===== config.mk =====
export PLATFORM = sky130hd
export DESIGN_NAME = fifo_stream_reader
export DESIGN_NICKNAME = d
export VERILOG_FILES = /design/src/rtl/fifo_stream_reader.sv
export SDC_FILE = /design/constraint.sdc
export NUM_CORES = 1
export LEC_CHECK = 0
export ABC_AREA = 1
export CAP_MARGIN = 20
export CORE_ASPECT_RATIO = 0.6
export CORE_MARGIN = 8
export CORE_UTILIZATION = 44
export DETAILED_ROUTE_END_ITERATION = 6
export PLACE_DENSITY = 0.74
export SLEW_MARGIN = 20
export SYNTH_ARGS = -nofsm -noshare
export SYNTH_HDL_FRONTEND = slang
export SYNTH_SLANG_ARGS = --single-unit

===== constraint.sdc =====
create_clock -name clk -period 1.15 [get_ports clk]
set_input_delay 0.115 -clock clk [delete_from_list [all_inputs] [get_ports clk]]
set_output_delay 0.115 -clock clk [all_outputs]
set_load 0.02 [all_outputs]

===== src/rtl/fifo_stream_reader.sv =====
// Pops a synchronous FIFO into a registered valid/ready stream through a two-entry head/skid buffer.
// Optional transfer counter rd_count_o is built when FIFO_STREAM_READER_COUNT_EN is defined.
`timescale 1ns / 1ps

module fifo_stream_reader #(
    parameter int DATA_W = 8
) (
    input  logic              clk,
    input  logic              reset,

    output logic              fifo_pop_o,
    input  logic [DATA_W-1:0] fifo_pop_data_i,
    input  logic              fifo_empty_i,

    output logic              m_valid_o,
    output logic [DATA_W-1:0] m_data_o,
    input  logic              m_ready_i,

    input  logic              flush_i
`ifdef FIFO_STREAM_READER_COUNT_EN
    ,
    output logic [15:0]       rd_count_o
`endif
);

    typedef enum logic [1:0] {
        ST_EMPTY = 2'd0,
        ST_ONE   = 2'd1,
        ST_TWO   = 2'd2
    } state_e;

    state_e            state_q;
    logic              valid_q;
    logic [DATA_W-1:0] head_q;
    logic [DATA_W-1:0] skid_q;

    logic              pop;
    logic              xfer;

    // Reset gates the pop so no word leaves the FIFO while the reader cannot capture it.
    assign pop  = !reset && !fifo_empty_i && (state_q != ST_TWO) && !flush_i;
    assign xfer = valid_q && m_ready_i;

    assign fifo_pop_o = pop;
    assign m_valid_o  = valid_q;
    assign m_data_o   = head_q;

    // NOTE: sequential state uses non-blocking assignments only, so every branch reads pre-edge values.
    always_ff @(posedge clk or posedge reset) begin
        if (reset) begin
            state_q <= ST_EMPTY;
            valid_q <= 1'b0;
            head_q  <= '0;
            skid_q  <= '0;
        end else if (flush_i) begin
            state_q <= ST_EMPTY;
            valid_q <= 1'b0;
        end else begin
            case (state_q)
                ST_EMPTY: begin
                    if (pop) begin
                        head_q  <= fifo_pop_data_i;
                        state_q <= ST_ONE;
                        valid_q <= 1'b1;
                    end
                end
                ST_ONE: begin
                    if (pop && xfer) begin
                        head_q <= fifo_pop_data_i;
                    end else if (pop) begin
                        skid_q  <= fifo_pop_data_i;
                        state_q <= ST_TWO;
                    end else if (xfer) begin
                        state_q <= ST_EMPTY;
                        valid_q <= 1'b0;
                    end
                end
                ST_TWO: begin
                    // The skid word moves up; a pop is never issued from this state.
                    if (xfer) begin
                        head_q  <= skid_q;
                        state_q <= ST_ONE;
                    end
                end
                default: begin
                    state_q <= ST_EMPTY;
                    valid_q <= 1'b0;
                end
            endcase
        end
    end

`ifdef FIFO_STREAM_READER_COUNT_EN
    logic [15:0] rd_count_q;
    logic [15:0] rd_count_d;

    // Counts every accepted word, including one accepted in a flush cycle; wraps naturally.
    always_comb begin
        rd_count_d = rd_count_q;
        if (xfer) begin
            rd_count_d = rd_count_q + 16'd1;
        end
    end

    always_ff @(posedge clk or posedge reset) begin
        if (reset) begin
            rd_count_q <= '0;
        end else begin
            rd_count_q <= rd_count_d;
        end
    end

    assign rd_count_o = rd_count_q;
`endif

endmodule


* Word-level counts from Yosys, hierarchy flattened
Index checks and enable logic that the tools add are counted.
** Word-level totals
- Register bits :: 19
- Latch bits :: 0
- Memory bits (writable) :: 0
- ROM bits :: 0
- Input bits :: 13
- Logic and storage cells :: 50
- Memories :: 0
** Operators by class
- Add/sub/neg operators :: 0
- Multiply operators :: 0
- Div/mod/pow operators :: 0
- Order comparisons :: 0
- Equal/unequal tests :: 13
- Shifts and indexed selects :: 0
- Muxes and demuxes :: 17
- Bitwise gates (word level) :: 2
- Reduce and logical (&&, ||, !) cells :: 14
** Operators by type and width (count)
- $mux 8 :: 3
- $pmux 8 s3 :: 1
- $ne 3x3->1 const B :: 5
- $mux 2 :: 6
- $ne 2x2->1 const B :: 5
- $reduce_and 5->1 :: 2
- $reduce_and 4->1 :: 2
- $pmux 2 s3 :: 1
- $logic_and 1x1->1 :: 5
- $mux 1 :: 5
- $ne 4x4->1 const B :: 1
- $logic_not 1->1 :: 3
- $pmux 1 s3 :: 1
- $reduce_bool 3->1 :: 1
- $eq 2x1->1 const B :: 1
- $eq 2x2->1 const B :: 1
- $logic_not 2->1 :: 1
- $not 1->1 :: 2

* Longest topological paths before layout
Gate-level depths: netlist (run 1).
- Depth in word-level cells :: 8
- Gate-level depth with buffers :: 8
- Mapped depth without buffers :: 8

* Least setup slack after synthesis (run 1)
Ideal clock, no wire load.
- Path type :: register to register
- From :: register valid_q (netlist: m_valid_o)
- To :: register head_q[0] (netlist: m_data_o[0])
- Setup time :: 117 ps
- Arrival :: 1288 ps
- Required time :: 1033 ps
- Slack :: -255 ps
- Stages on the path, launching flop included :: 8
- Cells stage by stage :: dfrtp_1 > nand2_1 > inv_1 > nand2_2 > a21oi_4 > nand2_4 > nand2_1 > nand2_1
** Between the ends
- Cells in the longest elaborated chain, start to end :: 4
- Elaborated cells between the ends (all ways) :: 5
- Classes of those cells :: 2 x eq/ne; 3 x reduce/logical
** RTL lines
- from (decl) :: RTL line 33 : logic valid_q;
- from (signal assigned) :: RTL line 52 : valid_q <= 1'b0;
- from (signal assigned) :: RTL line 57 : valid_q <= 1'b0;
- from (signal assigned) :: RTL line 64 : valid_q <= 1'b1;
- $logic_and 1x1->1 (*) :: RTL line 42 : assign xfer = valid_q && m_ready_i;
- $logic_and 1x1->1 :: RTL line 68 : if (pop && xfer) begin
- $ne 2x2->1 (no source line)
- $reduce_and 5->1 (no source line) (*)
- to (signal assigned) :: RTL line 62 : head_q <= fifo_pop_data_i;
- to (signal assigned) :: RTL line 69 : head_q <= fifo_pop_data_i;
- to (signal assigned) :: RTL line 81 : head_q <= skid_q;
- to (decl) :: RTL line 34 : logic [DATA_W-1:0] head_q;
Every way passes the cells marked *; elsewhere a longest branch is shown, timed or not.
A chain may end at the register's enable or synchronous reset.

* Worst setup path after layout (run 1)
- From :: input flush_i
- To :: register head_q[4] (netlist: m_data_o[4])
** Between the ends
- Cells in the longest elaborated chain, start to end :: 5
- Elaborated cells between the ends (all ways) :: 7
- Classes of those cells :: 2 x eq/ne; 1 x bitwise; 4 x reduce/logical
** RTL lines
- from (decl) :: RTL line 19 : input logic flush_i
- $logic_not 1->1 :: RTL line 41 : assign pop = !reset && !fifo_empty_i && (state_q != ST_TWO) && !flush_i;
- $logic_and 1x1->1 :: RTL line 41
- $logic_and 1x1->1 :: RTL line 68
- $ne 2x2->1 (no source line)
- $reduce_and 5->1 (no source line) (*)
Marked as above.

==> impl_results.md, run 1 <==
* RSZ-0062 raised after global routing: yes
* Max-Cap Viols at 0
* First-pass GRT wire length at 5.11 mm
* R2R setup slack at -0.21 ns
* Filler cells at 161
* Synth top area cells: dfrtp_1 (45%), nand2_1 (13%), o21ai_2 (6.6%), nand3_1 (6.2%), inv_1 (5.7%)
* CTS tree: done
* Finished Layout Cells at 209
* Pwr Density at 1730 nW/um^2
* Hold WS at between 0.08 and 0.09 ns
* Initial antenna violation count at 0
* Critical path capture point: m_data_o[4]
* Synth async-reset ratio at 100%
* Synthesis warning total at 0
* Synth Area per Inst at 8.20 um^2
* Fin worst setup slack at -0.217 ns
* Worst R2R End: skid_q[0]
* Post-route ant nets at 0
* CP cell instances: clkdlybuf4s50_1, inv_1, nand3_2, o21ai_4, buf_4, nand3_1, nand2_2
* Largest net degree at the start of global routing at 20
* Main flop type after synthesis: dfrtp_1
* Syn Nets at 142
* Leak at 0.000845 uW
* Area after DPL at 1450 um^2
* CP Buf/Inv Count at 3
* Area delta synth->final at 57.9%
* Register area share after synthesis at 45.0%
* WP depth at 7
* Final Hold Viols at 0
* Max_slew headroom at around four fifths
* Area of the mapped netlist at 1060 um^2
* Number of H-tree levels at 1
* Buffers on Ports at 22
* Clk_lat worst skew at 0.26 ns
* Die width at 79.3 um
* Cell variety after synth at 18
* Failing checks: setup timing
* Critical-path top delay cell: clkdlybuf4s50_1
* Clock Path Buffers at 2
* Measured slew at the worst slew-check pin at 0.304 ns
* GRT overflow at 0
* Status: finished, violations left
* Crit-path max FO at 4
* Iter 0 DRT Violations at 31
* Post-route clock skew at 0.00194 ns
* Synth cell count leaders: nand2_1 (36), dfrtp_1 (19), inv_1 (16)
* Part of the cycle the worst path needs at 119%
* Reg2reg start: state_q[1]
* Final Max Slew Viols at 0
* Top Ports at 23
* Hold Path Class: in2async
* Count leader, synth: nand2_1
* Die Y at 54.0 um
* GRT Util Overall at 15.6%
* Layout cell share with drive strength beyond 1 at 42.5%
* CP peak stage delay at 0.56 ns
* Worst vdd ir at ~0.88 mV
* DP HPWL at 2.08 mm
* Diodes inserted at 0
* Rows at 13
* Yosys top cell by area: dfrtp_1
* Final Setup Violations at 20
* Clock transition at the registers of the reported paths at 0.07 ns
* Worst Path Required at 1.35 ns
* TritonRoute pass-1 iters at 4
* Nets at between 150 and 200
* Register bit count reported by yosys at 19
* Critical path capture point type: register
* Mapped Cells at 129
* Final instance area at 1670 um^2
* Worst Reg-to-Reg Cells at 6
* Worst Setup SP: flush_i
* Fmax at between 700 and 800 MHz
* Core area at 2210 um^2
* Root Buffer: clkbuf_8
* DRC violations left at 0
* Initial Util at about 48%
* Number of flops mapped to enable cells by yosys at 0
* Hold Buf Count CTS at 0
* Die area at roughly 4300 um^2
* Worst endpoint data arrival time at 1.57 ns
* Via count at 1061
* Vias in the first global route at 1080
* Clk sinks at 19
* Placed Cells at 198
* Final Total Pwr at 2880 uW
* CP top delay family: buffers and inverters
* Vias per cell at 5.08
* DR WL/cell at about 15 um
* WS Path Type: in2reg
* Crit start category: input pin
* Clock buffer count from CTS at 3
* Final estimated routing congestion in global placement at just under 0.9
* Minimum clock period at 1.37 ns
* Synth top area share at ~45%
* Drt total wl at approximately 3.2 mm
==> cell type report <==
class                           count  area [um^2]  area share (%)
Clock buffer                        4         45.0            2.70
Inverter                           18         70.1            4.20
Multi-Input combinational cell     92          614            36.8
Sequential cell                    19          478            28.6
Tap cell                           30         37.5            2.25
Timing Repair Buffer               46          424            25.4
==> kinds of logic after synthesis <==
kind of cell           after synthesis  share of synthesized area, %
flip-flops                          19                          45.0
AO/OA/AOI/OAI                       18                          13.5
buffers and inverters               20                          7.93
AND/OR/NAND/NOR                     72                          33.6
==> where the power goes <==
part	leakage (uW)	switching (uW)	internal, uW	total [uW]
Combinational	0.000585	727	563	1290
Clock	0.0000228	224	247	471
Sequential	0.000237	186	938	1120
Total	0.000845	1140	1750	2880
==> repair_timing <==
action                                  4_1_cts  5_1_grt
endpoints found under the setup margin       29       21
resized for setup                            32       20
pin swaps                                     4       10
setup buffers                                 4        1
cloned                                        2        0
==> state kept, by name (all words and copies together), names as in the netlist <==
signal     cells
m_data_o       8
skid_q         8
state_q        2
m_valid_o      1
==> layout by cell type, fill, tap and decap left out <==
cell type        count
o21ai_2              8
nor2_2               3
nand3_1              8
clkdlybuf4s15_1      1
a21oi_2              1
dfrtp_1             17
nor2_1               7
inv_4                1
nor2_4               4
nand3_2              5
nand4_1              3
inv_2                2
buf_6               10
nand3_4              3
a21oi_1              7
o21ai_4              1
dfrtp_2              2
clkbuf_8             3
a21oi_4              1
clkbuf_1             1
buf_4               15
dlygate4sd2_1        9
nand2_1             24
clkdlybuf4s50_1     11
nand2_4              4
nand2_2             13
inv_1               15
==> through the flow <==
step	setup slack [ns]	utilization [%]	setup TNS, ns
floorplan	-0.161	-	-1.76
global placement	-0.433	65.6	-6.70
detailed placement	-0.455	65.6	-7.58
CTS	-0.154	72.6	-2.64
global route	-0.286	75.5	-4.88
finish	-0.217	75.5	-3.77
==> routing by layer <==
layer  global-route usage, %  vias up  share of wire, %
met2                    28.0       22                51
met3                    5.15        2               5.2
met1                    17.7      519                44
met4                    4.88        0              0.50
met5                       0        -                 0
li1                        -      518                 -
==> worst register-to-register path, stage by stage (launching register included) <==
cell and delay [ns]:
dfrtp_2 0.45, buf_6 0.13, nor2_4 0.23, buf_4 0.18, nand3_4 0.09, nand2_1 0.11, o21ai_2 0.06
==> worst min-delay path by stage <==
stage	start	endpoint	slack [ns]	cells after the start
6_report	reset	state_q[0]	0.08	3
2_1_floorplan	reset	m_data_o[0]	0.07	1
3_3_place_gp	m_data_o[4]	m_data_o[4]	0.45	2
5_1_grt	reset	state_q[0]	0.11	3
3_5_place_dp	m_data_o[6]	m_data_o[6]	0.47	2
4_1_cts	reset	state_q[0]	0.1	3
Power figures use the tool's default switching activity.
==> run 2: changes to the inputs <==
CORE_UTILIZATION = 40   (was 44)
PLACE_DENSITY = 0.68   (was 0.74)
==> run 2 against run 1 <==
Against the previous run:
- the flow still finishes with violations (setup timing)
- count of clock-buffer cells in the layout is the same
- power shrank 0.47%
- register-to-register slack gained 0.03 ns
- first-iteration DRC count grew 42%
- combinational power is essentially flat
- flip-flop and latch count is the same
- global-route usage shrank 1.4 points
- clock skew shrank 0.00063 ns
- routed wire length shrank 0.65%
- core utilization shrank 8.0 points
- fmax grew 2.7%
- cell count grew 0.48%
- critical endpoint is now skid_q[7]
- largest power group unchanged
- highest routed layer unchanged
==> impl_results.md, run 2 (synthesized netlist as in run 1, its figures left out) <==
* Status: finished, violations left
* Failing checks: setup timing
* Worst vdd ir at 0.821 mV
* Rows at 14
* CTS tree: done
* Most frequent cells in the layout: nand2_1 (28), dfrtp_1 (17), inv_1 (15)
* Seq pwr share at 38.3%
* Met2 Routed Length at 1.55 mm
* Placed Cells at 198
* Initial antenna violation count at 0
* Hold Buf Count CTS at 0
* Worst Path Required at 1.30 ns
* Final Max Slew Viols at 0
* Routed wl met3 at about 150 um
* Clk_lat worst skew at about 0.26 ns
* Minimum clock period at 1.33 ns
* GRT Util Overall at 14.2%
* Crit-path max FO at 5
* Final Util at 67.5%
* First-pass GRT wire length at 5.05 mm
* Final Setup Violations at 20
* CP cell instances: buf_6, nor2_4, buf_4, nand3_4, nand2_1, o21ai_2
* M1 WL at 1.37 mm
* Worst endpoint data arrival time at 1.48 ns
* Sw Share at roughly two fifths
* Layout cell share with drive strength beyond 1 at about two fifths
* Root Buffer: clkbuf_8
* Worst slack at placement at -0.473 ns
* Finished Layout Cells at 210
* Diodes inserted at 0
* Fin worst setup slack at -0.181 ns
* DR WL/cell at 15.2 um
* Crit start category: register
* Clock Power Share at ~16%
* Vias per cell at 5.23
* Critical path capture point type: register
* Die width at approximately 82 um
* Commonest non-fill, non-tap cell in the layout: nand2_1
* Pwr Density at 1700 nW/um^2
* Initial Util at 42.2%
* Buffers on Ports at 22
* Measured slew at the worst slew-check pin at ~0.26 ns
* Hold Path Class: in2async
* Area delta synth->final at 59.9%
* Iter 0 DRT Violations at 44
* Post-route clock skew at between 0.001 and 0.0015 ns
* Final instance area at 1690 um^2
* RSZ-0062 raised after global routing: yes
* DR top layer: met4
* DRC violations left at 0
* CP top delay family: flip-flops
* Max_slew headroom at 82.9%
* Clk sinks at 19
* Drt total wl at 3.19 mm
* CP Buf/Inv Count at 2
* Clock Path Buffers at 2
* Critical-path top delay cell: dfrtp_2
* Part of the cycle the worst path needs at 116%
* Final estimated routing congestion in global placement at 0.909
* GRT overflow at 0
* Largest net degree at the start of global routing at 20
* Clock buffer count from CTS at 3
* Via count at 1099
* Power share of the combinational group at between 40% and 50%
* Die Y at 55.8 um
* DP HPWL at about 1.9 mm
* TritonRoute pass-1 iters at 4
* Number of H-tree levels at 1
* Core area at 2500 um^2
* Nets at 192
* Sw power at 1110 uW
* Final Hold Viols at 0
* Area after DPL at 1460 um^2
* Die area at 4600 um^2
* WS Path Type: reg2reg
* Leak at roughly 0.00086 uW
* Max-Cap Viols at 0
* Fmax at 752 MHz
* CP peak stage delay at 0.44 ns
* Post-route ant nets at 0
* Top Ports at 23
* Vias in the first global route at around 1100
* Int Power at 1770 uW
* Clock transition at the registers of the reported paths at 0.07 ns
run 2: what timing repair did:
action | CTS | global route
buffers inserted | 4 | 3
setup endpoints to repair | 29 | 20
gates cloned | 2 | 0
resized for setup | 36 | 14
pin swaps | 9 | 11
run 2: worst reg2reg max path, delay by kind of cell (launching register included):
| kind | cells | cell delay, ns |
|---|---|---|
| flops | 1 | 0.44 |
| simple gates | 3 | 0.42 |
| buf+inv | 2 | 0.30 |
| compound gates | 1 | 0.05 |
run 2: layout make-up:
type                       instances  area (um^2)
inverter                          18         70.1
multi-input combinational         92          623
tap                               32         40.0
timing repair buffer              45          434
sequential                        19          478
fill                             200          815
clock buffer                       4         45.0
run 2: power groups by stage:
stage	clock [uW]	combinational, uW	sequential, uW
final	467	1300	1100
after global routing	510	1410	1140
after CTS	478	1200	1090
after detailed placement	0	1190	1100
after global placement	0	1180	1080
after floorplan	0	484	1250
run 2: metal layers:
layer,vias up,track usage [%]
met5,-,0
met4,0,8.46
met3,14,4.68
met2,29,21.7
met1,544,16.6
li1,512,-
run 2: path summary, 6_finish.rpt:
| kind | from | end | slack (ns) | cells after the start |
|---|---|---|---|---|
| hold reg to reg | m_data_o[2] | m_data_o[2] | 0.47 | 2 |
| setup reg to reg | state_q[1] | skid_q[7] | -0.18 | 6 |
| hold / removal | reset | state_q[0] | 0.30 | 3 |
| max in group asynchronous | reset | m_valid_o | 0.63 | 3 |
| min in group clk | fifo_pop_data_i[3] | skid_q[3] | 0.42 | 3 |
| setup / recovery | state_q[1] | skid_q[7] | -0.18 | 6 |
run 2: stage by stage:
step | setup TNS [ns] | hold slack (ns) | total power, uW
global placement | -6.82 | 0.456 | 2260
finish | -2.96 | 0.298 | 2870
CTS | -2.23 | 0.308 | 2760
floorplan | -1.76 | 0.0744 | 1730
detailed placement | -7.69 | 0.460 | 2290
global route | -4.19 | 0.316 | 3060
